==> config.mk <==
export PLATFORM = sky130hd
export DESIGN_NAME = mm_job_arbiter
export DESIGN_NICKNAME = d
export VERILOG_FILES = /design/src/rtl/mm_job_arbiter.sv
export SDC_FILE = /design/constraint.sdc
export NUM_CORES = 1
export LEC_CHECK = 0
export CORE_MARGIN = 5
export CORE_UTILIZATION = 21
export DETAILED_ROUTE_END_ITERATION = 10
export PLACE_DENSITY_LB_ADDON = 0.15
export RECOVER_POWER = 100
export SLEW_MARGIN = 30
export SYNTH_ARGS = -nofsm -noshare
export SYNTH_HDL_FRONTEND = slang
export SYNTH_SLANG_ARGS = --single-unit
==> constraint.sdc <==
create_clock -name s00_axi_aclk -period 1.43 [get_ports s00_axi_aclk]
set_clock_uncertainty 0.15 [all_clocks]
set_input_delay 0.143 -clock s00_axi_aclk [delete_from_list [all_inputs] [get_ports s00_axi_aclk]]
set_output_delay 0.143 -clock s00_axi_aclk [all_outputs]
set_load 0.02 [all_outputs]
==> src/rtl/mm_job_arbiter.sv <==
// Two-requester job arbiter: forwards one matrix job (A block then B block) to the
// accelerator, then routes the accelerator's result stream back to the job owner.
module mm_job_arbiter #(
  parameter int DATA_WIDTH = 32,
  parameter int DIM_LOG    = 1
) (
  input  logic                  s00_axi_aclk,
  input  logic                  s00_axi_aresetn,
  input  logic [DATA_WIDTH-1:0] rq0_tdata,
  input  logic                  rq0_tvalid,
  input  logic                  rq0_tlast,
  output logic                  rq0_tready,
  input  logic [DATA_WIDTH-1:0] rq1_tdata,
  input  logic                  rq1_tvalid,
  input  logic                  rq1_tlast,
  output logic                  rq1_tready,
  output logic [DATA_WIDTH-1:0] acc_tdata,
  output logic                  acc_tvalid,
  output logic                  acc_tlast,
  input  logic                  acc_tready,
  input  logic [DATA_WIDTH-1:0] res_tdata,
  input  logic                  res_tvalid,
  input  logic                  res_tlast,
  output logic                  res_tready,
  output logic [DATA_WIDTH-1:0] rs0_tdata,
  output logic                  rs0_tvalid,
  output logic                  rs0_tlast,
  input  logic                  rs0_tready,
  output logic [DATA_WIDTH-1:0] rs1_tdata,
  output logic                  rs1_tvalid,
  output logic                  rs1_tlast,
  input  logic                  rs1_tready,
  output logic                  sel,
  output logic                  start,
  output logic                  busy,
  output logic                  grant,
  output logic                  err_len
);

  localparam int SIZE    = (2**DIM_LOG)**2;
  localparam int JOB_LEN = 2*SIZE;
  localparam int CW      = 2*DIM_LOG + 1;
  localparam logic [CW-1:0] LAST_IDX = CW'(JOB_LEN - 1);
  localparam logic [CW-1:0] SIZE_IDX = CW'(SIZE);

  typedef enum logic [1:0] {IDLE, LOAD, START, WAIT_RES} state_t;

  state_t        state;
  logic [CW-1:0] count;
  logic          last_grant;
  logic          in_valid;
  logic          in_last;
  logic          accept;
  logic          in_load;
  logic          in_wait;
  logic          res_accept;

  assign in_load  = (state == LOAD);
  assign in_wait  = (state == WAIT_RES);
  assign in_valid = grant ? rq1_tvalid : rq0_tvalid;
  assign in_last  = grant ? rq1_tlast  : rq0_tlast;

  assign acc_tdata  = grant ? rq1_tdata : rq0_tdata;
  assign acc_tvalid = in_load && in_valid;
  // Job framing comes from the word count; the requester's tlast only flags length errors.
  assign acc_tlast  = acc_tvalid && (count == LAST_IDX);
  assign accept     = acc_tvalid && acc_tready;
  assign rq0_tready = in_load && !grant && acc_tready;
  assign rq1_tready = in_load &&  grant && acc_tready;

  assign res_tready = in_wait && (grant ? rs1_tready : rs0_tready);
  assign res_accept = res_tvalid && res_tready;
  assign rs0_tdata  = res_tdata;
  assign rs1_tdata  = res_tdata;
  assign rs0_tvalid = in_wait && !grant && res_tvalid;
  assign rs1_tvalid = in_wait &&  grant && res_tvalid;
  assign rs0_tlast  = in_wait && !grant && res_tlast;
  assign rs1_tlast  = in_wait &&  grant && res_tlast;

  assign sel   = (count >= SIZE_IDX);
  assign start = (state == START);
  assign busy  = (state != IDLE);

  always_ff @(posedge s00_axi_aclk or negedge s00_axi_aresetn) begin
    if (!s00_axi_aresetn) begin
      state      <= IDLE;
      count      <= '0;
      last_grant <= 1'b1;
      grant      <= 1'b0;
      err_len    <= 1'b0;
    end else begin
      err_len <= 1'b0;
      case (state)
        IDLE: begin
          if (rq0_tvalid || rq1_tvalid) begin
            // Contention alternates against the previous winner.
            if (rq0_tvalid && rq1_tvalid) begin
              grant      <= ~last_grant;
              last_grant <= ~last_grant;
            end else begin
              grant      <= rq1_tvalid;
              last_grant <= rq1_tvalid;
            end
            count <= '0;
            state <= LOAD;
          end
        end
        LOAD: begin
          if (accept) begin
            if (count == LAST_IDX) begin
              err_len <= ~in_last;
              count   <= '0;
              state   <= START;
            end else if (in_last) begin
              err_len <= 1'b1;
              count   <= '0;
              state   <= IDLE;
            end else begin
              count <= count + CW'(1);
            end
          end
        end
        START: state <= WAIT_RES;
        WAIT_RES: begin
          if (res_accept && res_tlast) state <= IDLE;
        end
        default: state <= IDLE;
      endcase
    end
  end

endmodule

* Yosys cells after proc, flatten, opt, wreduce, memory -nomap -nowiden *
Index checks and enable logic that the tools add are counted.
Widths: inputs -> output; s select.

storage, ports and cells
  register bits after elaboration = 8
  input bits = 107
  output and inout bits = 110
  word-level logic and storage cells = 62

cells by class
  $add $sub $neg = 1
  magnitude comparators = 1
  eq/ne operators = 8
  mux-type cells = 20
  bitwise gates (word level) = 2
  reductions and logical operators = 25

operator list
  cell                 number
  $mux 32              1
  $logic_and 1x1->1    17
  $mux 3               4
  $mux 2               5
  $mux 1               8
  $pmux 2 s4           1
  $pmux 3 s2           1
  $eq 2x2->1 const B   2
  $ne 2x2->1 const B   2
  $reduce_and 4->1     1
  $reduce_bool 2->1    2
  $add 3x1->3 const B  1
  $eq 3x3->1 const B   1
  $ge 3x3->1 const B   1
  $ne 3x2->1 const B   1
  $reduce_and 3->1     1
  $eq 2x1->1 const B   1
  $logic_not 2->1      1
  $ne 2x1->1 const B   1
  $not 1->1            2
  $reduce_and 2->1     1
  $logic_not 1->1      1
  $logic_or 1x1->1     1

* Logic depth before layout (Yosys ltp) *
  depth in word-level cells = 6
  depth in mapped cells = 5
  gate-level depth less buffers = 5

* Worst setup path after synthesis *
Ideal clock, no wire load.

  path type = register -> output
  start point = register grant
  end point = output port acc_tlast
  arrival = 1.620 ns
  required time = 1.137 ns
  setup slack = -0.483 ns
  stages on the path, launching flop included = 4
  buffers on the path = 0
  cells stage by stage = dfrtp_1 mux2i_2 nor3b_1 and2_1

on the way
  cells in the longest elaborated chain, start to end = 3

RTL lines
  element                 line  RTL
  start, declared         36    output logic grant,
  start signal, assigned  98    grant <= ~last_grant;
  start signal, assigned  101   grant <= rq1_tvalid;
  $mux 1                  60    assign in_valid = grant ? rq1_tvalid : rq0_tvalid;
  $logic_and 1x1->1       64    assign acc_tvalid = in_load && in_valid;
  via acc_tvalid          18    output logic acc_tvalid,
  $logic_and 1x1->1       66    assign acc_tlast = acc_tvalid && (count == LAST_IDX);
  end, declared           19    output logic acc_tlast,

The timed path passes the listed nets, and every way through them passes these cells.

* Final worst setup path *
  start point = register grant
  end point = output port acc_tdata[24]

on the way
  cells in the longest elaborated chain, start to end = 1

RTL lines
  element        line  RTL
  $mux 32        63    assign acc_tdata = grant ? rq1_tdata : rq0_tdata;
  end, declared  17    output logic [DATA_WIDTH-1:0] acc_tdata,

Every way passes these cells.

==> impl_results.md <==
- DR WL met2: 3420 um
- # IOs: 217
- Inserted Diodes: 0
- Max-cap violation count: 0
- GR Util All Layers: 13.0%
- FF-to-FF setup slack: -0.22 ns
- Global-route wire length before repair: 8670 um
- DR iter-0 viols: 14
- VDD IR max: 0.460 mV
- Fillers: 591
- Post-Place Cells: 307
- WL/cell: 19.6 um
- CTS clk-pin slew, worst paths: 0.04 ns
- Highest clock rate: 575 MHz
- CP max FO: 5
- FF-to-FF End: count[2]
- PwrDens: 1540 nW/um^2
- CP Capture Type: output port
- Top post-synthesis cells by area: buf_4 (35%), mux2_2 (26%), dfrtp_1 (13%)
- Row cnt: 29
- CTS H-tree depth: 1
- Vias in the first global route: 1440
- CTS buffer count: 3
- DR vias: 1438
- Final hold vios: 0
- Placed Area: 2400 um^2
- Synthesized area: 1400 um^2
- Top cell type's share of synthesized area: 34.9%
- Outcome: finished with violations
- GP Congestion: 0.683
- Detail Placement HPWL: 4650 um
- PortBufs: 120
- Core footprint: 6420 um^2
- Cell Count, Final, Fillers Out: 328
- Leakage: 0.00132 uW
- Hold crit path type: in2async
- Reg-to-Reg Start: grant
- Final ANT Viol Nets: 0
- Clock Latency Late Sink: 0.22 ns
- CTS tree: yes
- Fin worst setup slack: -0.308 ns
- Clk root buf: clkbuf_8
- DR WL met3: 728 um
- Worst slew pin tran: 0.362 ns
- Final #Nets: 362
- Die Height: 91.7 um
- Initial Util: 21.8%
- CP required: 1.14 ns
- Initial antenna violation count: 0
- Slew Limit Headroom: 75.8%
- Syn Inst Count: 160
- Avg Cell Area, Syn: 8.75 um^2
- Warnings, synthesis: 0
- Area grow syn2layout: 114%
- Bufs on Longest Clock Path: 2
- RSZ-0062 raised after global routing: true
- Post-route cell area: 3000 um^2
- Yosys top cell by area: buf_4
- Setup Viol. Count Final: 49
- Synth cell types: 31
- Post-layout min period: 1.74 ns
- Syn_nets: 270
- Die Width: 91.7 um
- R2r worst-path depth: 5
- Max Slew Vio Count: 0
- CP arrival: 1.45 ns
- Crit share post-route: 122%
- Clock tree sinks: 8
- Most frequent cells in the layout: clkdlybuf4s50_1 (73), buf_6 (53), mux2_4 (28)
- First-pass DRT Iterations: 4
- Seq/Total Area, Yosys: 14.4%
- Critical Setup Path Class: reg2out
- Synth Register Bits: 8
- Total gr overflow: 0
- Die area: 8400 um^2
- Largest net degree at the start of global routing: 20
- DRT Wirelength: 6430 um
- Most common cell after layout, fill and taps aside: clkdlybuf4s50_1
- Share of layout cells above drive strength 1: 57.8%
- Routed metal-1 wirelength: 2190 um
- Failing checks: negative setup slack
- Startpoint type of the worst setup path: flop
- Dpl ws: -0.638 ns
- Hold slack: 0.118 ns
- DR DRC count: 0
- Vias per inst: 4.38
- DR top layer: met4
[metrics by stage]
| stage | util [%] | total power (uW) | setup TNS (ns) |
|---|---|---|---|
| 6_report | 46.6 | 4610 | -11.89 |
| 2_1_floorplan | - | 2080 | -1.83 |
| 4_1_cts | 40.9 | 3870 | -12.36 |
| 3_5_place_dp | 37.4 | 3000 | -19.78 |
| 5_1_grt | 46.6 | 4840 | -13.78 |
| 3_3_place_gp | 37.4 | 3010 | -19.83 |
[synth_stat cells (all sizes together)]
| master | n |
|---|---|
| nand3 | 4 |
| nor2 | 9 |
| a22oi | 1 |
| mux2i | 5 |
| nand2 | 4 |
| o21ai | 1 |
| a31oi | 1 |
| nor3b | 2 |
| xnor2 | 1 |
| nor3 | 1 |
| clkbuf | 1 |
| nor2b | 1 |
| a32o | 1 |
| mux2 | 33 |
| and3 | 1 |
| o31ai | 1 |
| o22ai | 1 |
| ha | 3 |
| buf | 70 |
| o32ai | 1 |
| inv | 5 |
| dfstp | 1 |
| and2 | 1 |
| nand2b | 1 |
| nand4 | 1 |
| dfrtp | 7 |
| nand3b | 1 |
| a21oi | 1 |
[kinds of logic after synthesis]
group,share of synthesized area (%)
mux,30.4
flops,14.4
simple gates,9.12
buf+inv,38.2
fa+ha+maj,2.68
compound gates,4.56
xor+xnor,0.626
[critical path: stages, from the launching register on]
cell and delay (ns):
dfrtp_2 0.43, buf_6 0.16, clkbuf_16 0.15, mux2_2 0.34, buf_6 0.13
[metal layers]
layer / track usage [%] / vias to the layer above
li1: - / 660
met5: 0 / -
met4: 1.88 / 0
met2: 24.5 / 96
met1: 13.2 / 661
met3: 6.30 / 21
[how the worst max path moves through the flow]
stage / start / end / slack (ns) / cells past startpoint
after floorplan: grant / acc_tlast / -0.12 / 3
after global placement: rq1_tvalid / acc_tlast / -0.64 / 5
after detailed placement: rq1_tvalid / acc_tlast / -0.64 / 5
after CTS: grant / acc_tdata[28] / -0.33 / 4
after global routing: grant / acc_tdata[31] / -0.34 / 4
final: grant / acc_tdata[24] / -0.31 / 4
[final cells by class]
cell class / count / area [um^2] / area share (%)
inverter: 5 / 22.5 / 0.752
timing repair buffer: 158 / 1690 / 56.5
multi-input combinational: 76 / 933 / 31.2
clock buffer: 4 / 45.0 / 1.50
sequential: 8 / 205 / 6.85
tap: 77 / 96.3 / 3.22
[report_power, final]
part | total (uW) | switching (uW) | internal [uW] | leakage [uW]
logic | 3930 | 1600 | 2330 | 0.00120
clock network | 278 | 85.2 | 193 | 0.0000228
registers | 402 | 86.1 | 316 | 0.0000964
[what timing repair did]
| item | CTS | global route |
|---|---|---|
| setup endpoints to repair | 53 | 50 |
| hold endpoints to repair | 0 | 0 |
| buffers inserted | 7 | 4 |
| resized for setup | 250 | 81 |
| cloned | 3 | 3 |
| pin swaps | 12 | 7 |
| hold buffers | 0 | 0 |
No activity file was read; power rests on OpenSTA's default activity.
